### src/rtl/pipe_hazard_ctrl.sv
// Stall/flush sequencer for a 5-stage pipeline: load-use bubbles, MEM-stage redirects,
// memory wait states and halt draining. Optional stall counter enabled by STALL_CNT_EN.
module pipe_hazard_ctrl #(
    parameter int REG_W      = 3,
    parameter int LU_BUBBLES = 1,
    parameter int HALT_DRAIN = 1,
    parameter int CNT_W      = 16
) (
    input  logic             clk,
    input  logic             rst_n,
    input  logic [REG_W-1:0] id_rs,
    input  logic [REG_W-1:0] id_rt,
    input  logic             id_rs_v,
    input  logic             id_rt_v,
    input  logic [REG_W-1:0] ex_rd,
    input  logic             ex_memread,
    input  logic             ex_regwrt,
    input  logic             mem_redirect,
    input  logic             mem_halt,
    input  logic             imem_stall,
    input  logic             dmem_stall,
    output logic             pc_we,
    output logic             if_id_we,
    output logic             id_ex_we,
    output logic             ex_mem_we,
    output logic             mem_wb_we,
    output logic             if_id_flush,
    output logic             id_ex_flush,
    output logic             ex_mem_flush,
    output logic             halted
`ifdef STALL_CNT_EN
    ,
    output logic [CNT_W-1:0] stall_cnt
`endif
);

    if (LU_BUBBLES < 1 || LU_BUBBLES > 7) begin : g_bad_lu_bubbles
        $error("LU_BUBBLES must be 1..7");
    end
    if (HALT_DRAIN < 0 || HALT_DRAIN > 7) begin : g_bad_halt_drain
        $error("HALT_DRAIN must be 0..7");
    end
    if (CNT_W < 1) begin : g_bad_cnt_w
        $error("CNT_W must be at least 1");
    end

    typedef enum logic [1:0] {
        RUN,
        LU_STALL,
        DRAIN,
        HALTED
    } state_t;

    state_t     state, state_nxt;
    logic [2:0] lcnt, lcnt_nxt;
    logic [2:0] dcnt, dcnt_nxt;
    logic       load_use;

    assign load_use = ex_memread & ex_regwrt &
                      ((id_rs_v & (id_rs == ex_rd)) | (id_rt_v & (id_rt == ex_rd)));

    always_comb begin
        // NOTE: every output and next-state signal gets a default first, so no path infers a latch.
        state_nxt    = state;
        lcnt_nxt     = lcnt;
        dcnt_nxt     = dcnt;
        pc_we        = 1'b1;
        if_id_we     = 1'b1;
        id_ex_we     = 1'b1;
        ex_mem_we    = 1'b1;
        mem_wb_we    = 1'b1;
        if_id_flush  = 1'b0;
        id_ex_flush  = 1'b0;
        ex_mem_flush = 1'b0;
        halted       = 1'b0;

        if (state == HALTED) begin
            {pc_we, if_id_we, id_ex_we, ex_mem_we, mem_wb_we} = '0;
            halted = 1'b1;
        end else if (dmem_stall) begin
            // Freeze everything; a pending redirect/halt stays parked in EX/MEM.
            {pc_we, if_id_we, id_ex_we, ex_mem_we, mem_wb_we} = '0;
        end else if (state == DRAIN) begin
            pc_we = 1'b0;
            {if_id_flush, id_ex_flush, ex_mem_flush} = '1;
            dcnt_nxt = dcnt - 3'd1;
            if (dcnt == 3'd1) state_nxt = HALTED;
        end else if (mem_halt) begin
            pc_we = 1'b0;
            {if_id_flush, id_ex_flush, ex_mem_flush} = '1;
            lcnt_nxt = '0;
            dcnt_nxt = 3'(HALT_DRAIN);
            state_nxt = (HALT_DRAIN == 0) ? HALTED : DRAIN;
        end else if (mem_redirect) begin
            {if_id_flush, id_ex_flush, ex_mem_flush} = '1;
            lcnt_nxt  = '0;
            state_nxt = RUN;
        end else if (state == LU_STALL || load_use) begin
            pc_we       = 1'b0;
            if_id_we    = 1'b0;
            id_ex_flush = 1'b1;
            if (state == LU_STALL) begin
                lcnt_nxt = lcnt - 3'd1;
                if (lcnt == 3'd1) state_nxt = RUN;
            end else begin
                lcnt_nxt = 3'(LU_BUBBLES - 1);
                if (LU_BUBBLES > 1) state_nxt = LU_STALL;
            end
        end else if (imem_stall) begin
            pc_we       = 1'b0;
            if_id_flush = 1'b1;
        end

        // Reset forces NOPs into every latch without waiting for a clock.
        if (!rst_n) begin
            {pc_we, if_id_we, id_ex_we, ex_mem_we, mem_wb_we} = '0;
            {if_id_flush, id_ex_flush, ex_mem_flush} = '1;
            halted = 1'b0;
        end
    end

    always_ff @(posedge clk or negedge rst_n) begin
        if (!rst_n) begin
            state <= RUN;
            lcnt  <= '0;
            dcnt  <= '0;
        end else begin
            // NOTE: sequential state uses non-blocking assignments so all registers update together.
            state <= state_nxt;
            lcnt  <= lcnt_nxt;
            dcnt  <= dcnt_nxt;
        end
    end

`ifdef STALL_CNT_EN
    always_ff @(posedge clk or negedge rst_n) begin
        if (!rst_n) begin
            stall_cnt <= '0;
        end else if ((state == RUN || state == LU_STALL) && !pc_we && stall_cnt != '1) begin
            stall_cnt <= stall_cnt + 1'b1;
        end
    end
`endif

endmodule

### config.mk
export PLATFORM = sky130hd
export DESIGN_NAME = pipe_hazard_ctrl
export DESIGN_NICKNAME = d
export VERILOG_FILES = /design/src/rtl/pipe_hazard_ctrl.sv
export SDC_FILE = /design/constraint.sdc
export NUM_CORES = 1
export LEC_CHECK = 0
export ABC_AREA = 1
export CELL_PAD_IN_SITES_DETAIL_PLACEMENT = 1
export CELL_PAD_IN_SITES_GLOBAL_PLACEMENT = 2
export CORE_UTILIZATION = 23
export CTS_CLUSTER_DIAMETER = 30
export DETAILED_ROUTE_END_ITERATION = 7
export GPL_ROUTABILITY_DRIVEN = 1
export PLACE_DENSITY_LB_ADDON = 0.1
export SLEW_MARGIN = 20
export SYNTH_ARGS = -nofsm -noshare
export SYNTH_HDL_FRONTEND = slang
export SYNTH_SLANG_ARGS = --single-unit
### constraint.sdc
create_clock -name clk -period 2 [get_ports clk]
set_input_delay 0.6 -clock clk [delete_from_list [all_inputs] [get_ports clk]]
set_output_delay 0.6 -clock clk [all_outputs]
set_load 0.05 [all_outputs]
# Word level (Yosys, flattened, before mapping)
# Cells that the tools add are included.
# Widths: inputs -> output; s select.
# classes
addsub,2
eq_ne,8
mux,54
bitwise,8
n_reduce_logical,9
# ops
cell,count
$mux 1,41
$mux 3,6
$mux 2,7
$reduce_bool 4->1,3
$eq 3x1->1 const B,2
$eq 3x3->1,2
$reduce_and 6->1,1
$sub 3x1->3 const B,2
$and 1x1->1,4
$eq 2x2->1 const B,2
$reduce_and 4->1,1
$not 1->1,3
$reduce_and 3->1,1
$reduce_bool 3->1,1
$eq 2x1->1 const B,1
$ne 2x1->1 const B,1
$reduce_bool 2->1,1
$logic_or 1x1->1,1
$or 1x1->1,1
# word_totals
register_bits,8
input_bits,19
output_inout_bits,9
word_cells,84

# Longest topological paths before layout
# Gate-level depths: netlist of the first run.
# logic_depth
ltp_word,12
depth_mapped,11
ltp_nobuf,11

# Worst setup path after synthesis of the first run
# OpenSTA, ideal clock, no wires.
# synth_path
path_kind,register -> output
start,reg state[0]
end,out ex_mem_flush
arrival_ns,2.012
required_ns,1.400
setup_slack_ns,-0.612
stages_incl_launch_ff,7
path_buffers,0
cell_sequence,dfrtp_1 > inv_1 > ha_1 > inv_2 > nand2_4 > inv_1 > o21ai_0
# synth_between
elab_chain_cells,5
word_cells_on_any_way,6
classes_between,eq/ne: 2; mux: 4
# synth_lines
element,line_no,source
start: declaration,54,"state_t state, state_nxt;"
start signal: assignment,129,state <= state_nxt;
$eq 2x2->1,83,end else if (state == DRAIN) begin
$mux 1,83,
$mux 1,80,end else if (dmem_stall) begin
$mux 1 *,77,if (state == HALTED) begin
$mux 1 *,115,if (!rst_n) begin
end: declaration,29,"output logic ex_mem_flush,"
# Mark *: on every way between the ends. The rest lies on a longest branch, timed or not.

# Final worst setup path of the first run
# layout_path
start,in mem_redirect
end,out if_id_flush
# layout_between
elab_chain_cells,6
# layout_lines
element,line_no,source
start: declaration,18,"input logic mem_redirect,"
$mux 1,94,end else if (mem_redirect) begin
$mux 1,88,end else if (mem_halt) begin
$mux 1,83,
$mux 1,80,
$mux 1,77,
$mux 1,115,
end: declaration,27,"output logic if_id_flush,"
# No other way between the ends.

==> impl_results.md, run 1 <==
- IO Port Bufs: 27
- Pin count of the biggest net entering global routing: 9
- R2r setup slk: 0.25 ns
- Worst Path Required: 1.40 ns
- Setup TNS: -1.08 ns
- WP data arrival: 1.62 ns
- Top cell type's share of synthesized area: 23.8%
- Top post-synthesis cells by count: nand2_1, inv_1, nor2_1
- Total CTS buffers: 3
- Slew Viols, Final: 0
- Worst-skew pair later-pin latency: 0.26 ns
- Final RePlAce weighted congestion: 0.729
- Worst Hold Launch: lcnt[1]
- Pre-CTS WS: -0.687 ns
- CP Max Fanout: 4
- Status: complete, but fails checks
- WHS Path Cells: 2
- Relative slew slack: 73.5%
- Grt ovf: 0
- VDD IR max: 0.471 mV
- RSZ-0062 raised after global routing: true
- DRT Wirelength: 2880 um
- Setup crit start kind: input pin
- ANT cells: 0
- Pleak: 0.838 nW
- Synthesized instance count: 122
- Row cnt: 21
- Main synth FF type: dfrtp_1
- Synth cell types: 23
- Iter 0 DRT Violations: 22
- Syn Area/Cell: 6.88 um^2
- Yosys top cell by area: dfrtp_1
- CP endpoint kind: output pin
- DRT Pass-1 Iters: 4
- I/O Pins: 28
- Final cell count without fillers: 229
- Die ar.: 0.00390 mm^2
- Layout cell share with drive strength beyond 1: 57.4%
- Layout area overhead: 96.9%
- Min cycle time layout: 2.22 ns
- Root buffer cell: clkbuf_4
- ANT nets after route: 0
- Dpl hpwl: 2110 um
- Routed len/inst: 12.6 um
- Via density: 4.26
- MaxCap Viol Count: 0
- Placed cell count: 210
- Synth area leaders: dfrtp_1, nand2_1, inv_1
- Total track usage: 14.8%
- Total number of vias: 976
- Clock Sinks: 8
- CTS tree: done
- Synth warn: 0
- Core area: 0.00342 mm^2
- Clock skew: 0.00570 ns
- Crit Path Class: input pin to output pin
- Worst r2r src: state[1]
- Initial Util: 24.6%
- Worst Tran Pin Value: 0.396 ns
- Width of the die: 62.4 um
- Mapped Area: 840 um^2
- First-pass GRT wire length: 4620 um
- Max Root-Sink Buffers: 2
- Fin. Hold Viols: 0
- Count of final setup violators: 8
- Initial antenna violation count: 0
- Htree depth: 1
- Clk slew on worst S/H paths: 0.06 ns
- Seq/Total Area, Yosys: 23.8%
- Tcrit/Tclk final: 111%
- Cell with the most instances after synthesis: nand2_1
- Die height: 62.4 um
- Total Nets Final: 211
- Power Density: 883 mW/mm^2
- Reg2Reg Depth: 10
- DRC: 0
- Syn Nets: 148
- Synth Register Bits: 8
- Failing checks: negative setup slack
- Post-synth EDFFs: 0
- Hold WC Path Type: register to register
- Number of global-route vias before repair: 1032
- R2r endpoint: lcnt[0]
- Fmax achieved: 449 MHz
- Final WS setup: -0.225 ns
- Ys async rst share: 100%
- Hold EP: lcnt[1]
==> per-stage QoR <==
step	instance area [um^2]	hold slack, ns	total power [mW]	utilization, %
global route	1650	0.521	1.59	48.4
detailed placement	1380	0.479	1.11	40.5
global placement	1380	0.465	1.08	40.5
floorplan	872	0.304	0.761	-
CTS	1450	0.455	1.32	42.3
finish	1650	0.484	1.46	48.4
==> critical path, cell delays in order <==
cell	delay, ns
clkdlybuf4s15_1	0.24
nor2_4	0.15
nand2_4	0.09
buf_6	0.13
a21oi_4	0.18
o21ai_4	0.09
buf_8	0.15
==> flip-flops by register name (all words and copies together), names as in the netlist <==
| signal | count |
|---|---|
| state | 2 |
| lcnt | 3 |
| dcnt | 3 |
==> placed cells by master, fill, tap and decap left out, types with 2 or more instances in the layout <==
cell and n:
buf_4 28, nand2_1 27, inv_1 14, buf_12 9, nand2_2 8, buf_6 8
nor2_1 7, inv_2 7, nand2_4 6, dfrtp_1 6, ha_1 5, inv_4 4
nor2_2 4, o21ai_1 4, dlygate4sd2_1 4, nor2_4 3, nand4_1 3, clkbuf_4 3
buf_2 3, buf_8 3, o21ai_4 2, nand3_4 2, a211oi_2 2, o21ai_2 2
ha_4 2, clkbuf_2 2, clkdlybuf4s15_1 2, dfrtp_2 2
==> final cells by class <==
type | count | area [um^2]
Fill cell | 414 | 1760
Multi-Input combinational cell | 86 | 641
Timing Repair Buffer | 60 | 618
Sequential cell | 8 | 203
Inverter | 26 | 111
Tap cell | 46 | 57.6
Clock buffer | 3 | 22.5
==> worst max path at each step <==
stage	start	cells after the start	endpoint	slack, ns
2_1_floorplan	id_rt[0]	9	if_id_we	-0.1
3_3_place_gp	ex_rd[1]	11	if_id_flush	-0.66
3_5_place_dp	ex_rd[1]	11	if_id_flush	-0.69
4_1_cts	ex_rd[1]	12	pc_we	-0.26
5_1_grt	id_rt[0]	12	pc_we	-0.29
6_report	mem_redirect	7	if_id_flush	-0.22
==> layer usage <==
| metal | vias to the layer above | share of wire, % | GRT usage [%] |
|---|---|---|---|
| met1 | 457 | 42 | 16.7 |
| met2 | 21 | 54 | 28.3 |
| li1 | 493 | - | - |
| met4 | 0 | 1.7 | 6.10 |
| met5 | - | 0 | 0 |
| met3 | 5 | 2.7 | 1.09 |
==> cell families after synthesis <==
kind of cell    share of synthesized area (%)
fa+ha+maj                                10.4
simple gates                             37.7
buf+inv                                  13.4
xor+xnor                                 1.04
flops                                    23.8
compound gates                           13.6
==> timing repair <==
action / CTS / global route
endpoints found under the setup margin: 9 / 9
gates cloned: 0 / 0
hold endpoints to repair: 0 / 0
hold buffers: 0 / 0
resized for setup: 61 / 43
buffers inserted: 5 / 11
pin swaps: 24 / 27
==> power breakdown <==
group	switching, mW	total [mW]	leakage, nW	internal (mW)
combinational	0.534	1.04	0.722	0.511
clock	0.0576	0.126	0.0138	0.0688
sequential	0.0635	0.288	0.102	0.225
No activity file was read; power rests on OpenSTA's default activity.
==> inputs of run 2 (changes only) <==
--- a/config.mk
+++ b/config.mk
@@ -9,11 +9,11 @@
 export CELL_PAD_IN_SITES_DETAIL_PLACEMENT = 1
 export CELL_PAD_IN_SITES_GLOBAL_PLACEMENT = 2
 export CORE_UTILIZATION = 23
-export CTS_CLUSTER_DIAMETER = 30
+export CTS_CLUSTER_DIAMETER = 100
 export DETAILED_ROUTE_END_ITERATION = 7
 export GPL_ROUTABILITY_DRIVEN = 1
 export PLACE_DENSITY_LB_ADDON = 0.1
-export SLEW_MARGIN = 20
+export SLEW_MARGIN = 40
 export SYNTH_ARGS = -nofsm -noshare
 export SYNTH_HDL_FRONTEND = slang
 export SYNTH_SLANG_ARGS = --single-unit
==> results of run 2 <==
No change in the layout: final DEF, timing and power equal those of run 1.
==> inputs of run 3 (changes only) <==
--- a/config.mk
+++ b/config.mk
@@ -5,10 +5,10 @@
 export SDC_FILE = /design/constraint.sdc
 export NUM_CORES = 1
 export LEC_CHECK = 0
-export ABC_AREA = 1
+export ABC_AREA = 0
 export CELL_PAD_IN_SITES_DETAIL_PLACEMENT = 1
 export CELL_PAD_IN_SITES_GLOBAL_PLACEMENT = 2
-export CORE_UTILIZATION = 23
+export CORE_UTILIZATION = 24
 export CTS_CLUSTER_DIAMETER = 100
 export DETAILED_ROUTE_END_ITERATION = 7
 export GPL_ROUTABILITY_DRIVEN = 1
==> impl_results.md, run 3 <==
- Status: complete, but fails checks
- Failing checks: negative setup slack
- Die height: 58.3 um
- Worst-skew pair later-pin latency: 0.26 ns
- Critical path cell sequence: buf_6 > ha_4 > nor2_4 > and2_4 > nand2_2 > o31ai_4 > buf_12
- Dpl hpwl: 2010 um
- Min cycle time layout: 2.36 ns
- Syn Nets: 119
- Grt met2 use: 30.9%
- Fin util: 55.2%
- Relative slew slack: 80.8%
- Busiest grt layer: met2
- Fin. Hold Viols: 0
- Initial antenna violation count: 0
- Ys async rst share: 100%
- R2r setup slk: 0.14 ns
- Hold WC Path Type: register to register
- Synth warn: 0
- Tcrit/Tclk final: 118%
- Layout area overhead: 120%
- MaxCap Viol Count: 0
- Top post-synthesis cells by count: inv_1, dfrtp_1, nand2_1
- DRT Wirelength: 2700 um
- Initial Util: 25.1%
- IO Port Bufs: 27
- Routed len/inst: 13.5 um
- Yosys top cell by area: dfrtp_1
- Total CTS buffers: 3
- Setup crit start kind: register
- Total track usage: 17.5%
- Syn Area/Cell: 8.17 um^2
- CP Max Fanout: 4
- Cell with the most instances after synthesis: inv_1
- Biggest regs: dcnt x3, lcnt x3, state x2
- Layout cell share with drive strength beyond 1: 56.4%
- Total Nets Final: 184
- Worst path max stage delay: 0.44 ns
- Hold_buf cts: 0
- I/O Pins: 28
- Clock Sinks: 8
- M1 GR Usage: 22.1%
- ANT nets after route: 0
- Pleak: 0.736 nW
- Width of the die: 58.3 um
- Synth area leaders: dfrtp_1, ha_1, xnor2_1
- Fmax achieved: 423 MHz
- Placed cell count: 185
- Top cell type's share of synthesized area: 26.4%
- Slew Viols, Final: 0
- Crit Path Class: register to output pin
- Die ar.: 0.00339 mm^2
- Synth Register Bits: 8
- Placed cell area: 0.00142 mm^2
- Mapped Area: 759 um^2
- Final RePlAce weighted congestion: 0.690
- Number of global-route vias before repair: 1029
- Root buffer cell: clkbuf_4
- Main synth FF type: dfrtp_1
- Final cell count without fillers: 200
- Count of final setup violators: 8
- Cell area after layout: 0.00167 mm^2
- Most frequent cells in the layout: buf_4, buf_6, buf_12
- RSZ-0062 raised after global routing: true
- ANT cells: 0
- VDD IR max: 0.531 mV
- Post-synth EDFFs: 0
- Total number of vias: 917
- Clock skew: 0.00970 ns
- Final WS setup: -0.362 ns
- Core area: 0.00303 mm^2
- WP data arrival: 1.76 ns
- Synthesized instance count: 93
- Setup TNS: -1.92 ns
- Seq/Total Area, Yosys: 26.4%
- DRT Pass-1 Iters: 4
- Row cnt: 20
- Iter 0 DRT Violations: 8
- Met3 usage: 0.893%
- CTS tree: done
- Grt ovf: 0
- Commonest non-fill, non-tap cell in the layout: buf_4
- DRC: 0
- Worst Tran Pin Value: 0.287 ns
- Power Density: 1080 mW/mm^2
- Via density: 4.59
- Pin count of the biggest net entering global routing: 9
- Synth cell types: 36
- Max Root-Sink Buffers: 2
- CP max stage cell: dfrtp_2
- Htree depth: 1
- Hold WS: 0.477 ns
- First-pass GRT wire length: 4530 um
- Worst Path Required: 1.40 ns
- Clk slew on worst S/H paths: 0.06 ns
- CP endpoint kind: output pin
run 3: cell count changes after synthesis, moves of 4 or more:
cell	delta
nor2_1	-8
xnor2_1	+6
inv_1	-16
nand2_1	-29
o31ai_1	+4
run 3: layer usage:
metal	routed length, um	part of all wire (%)	up-vias
met1	1180	44	430
li1	-	-	459
met3	86	3.2	4
met4	30	1.1	0
met5	0	0	-
met2	1400	52	24
run 3: worst paths after layout:
| kind | startpoint | depth (start not counted) | to |
|---|---|---|---|
| max | state[0] | 7 | pc_we |
| min | dcnt[1] | 2 | dcnt[1] |
| max reg2reg | state[0] | 8 | state[1] |
| min reg2reg | dcnt[1] | 2 | dcnt[1] |
| max in group asynchronous | rst_n | 3 | state[0] |
| min in group asynchronous | rst_n | 3 | dcnt[2] |
run 3: what timing repair did:
item / in CTS / in global routing
pin swaps: 15 / 10
setup buffers: 9 / 6
setup endpoints to repair: 13 / 12
resized for setup: 75 / 5
run 3: kinds of logic (layout without fill, tap and decap cells):
logic type	count (synthesis)	in the layout	share of synthesized area (%)
AOI/OAI and AO/OA	26	26	23.9
xor gates and xnor gates	6	6	6.92
adders and majority gates	7	7	11.5
buffers and inverters	13	76	7.58
DFF	8	8	26.4
and+or+nand+nor	33	33	23.7
run 3: through the flow:
stage	total power [mW]	setup WS, ns
after floorplan	0.918	-0.221
after global routing	1.96	-0.424
after CTS	1.79	-0.355
after detailed placement	1.40	-0.809
after global placement	1.37	-0.744
final	1.81	-0.362
run 3: cell type report:
class                      count  area (um^2)
multi-input combinational     72          704
fill                         339         1360
inverter                       9         38.8
clock buffer                   3         22.5
tap                           44         55.1
sequential                     8          203
timing repair buffer          64          649
run 3: where the power goes:
part / switching, mW / total [mW] / internal (mW)
sequential: 0.0732 / 0.311 / 0.238
clock: 0.0606 / 0.130 / 0.0691
combinational: 0.634 / 1.37 / 0.733
run 3: worst max-delay path: cells and delay by family (launching register included):
kind | cells | cell delay (ns)
buffers and inverters | 2 | 0.30
AOI/OAI and AO/OA | 1 | 0.28
and+or+nand+nor | 3 | 0.31
DFF | 1 | 0.44
adders and majority gates | 1 | 0.17
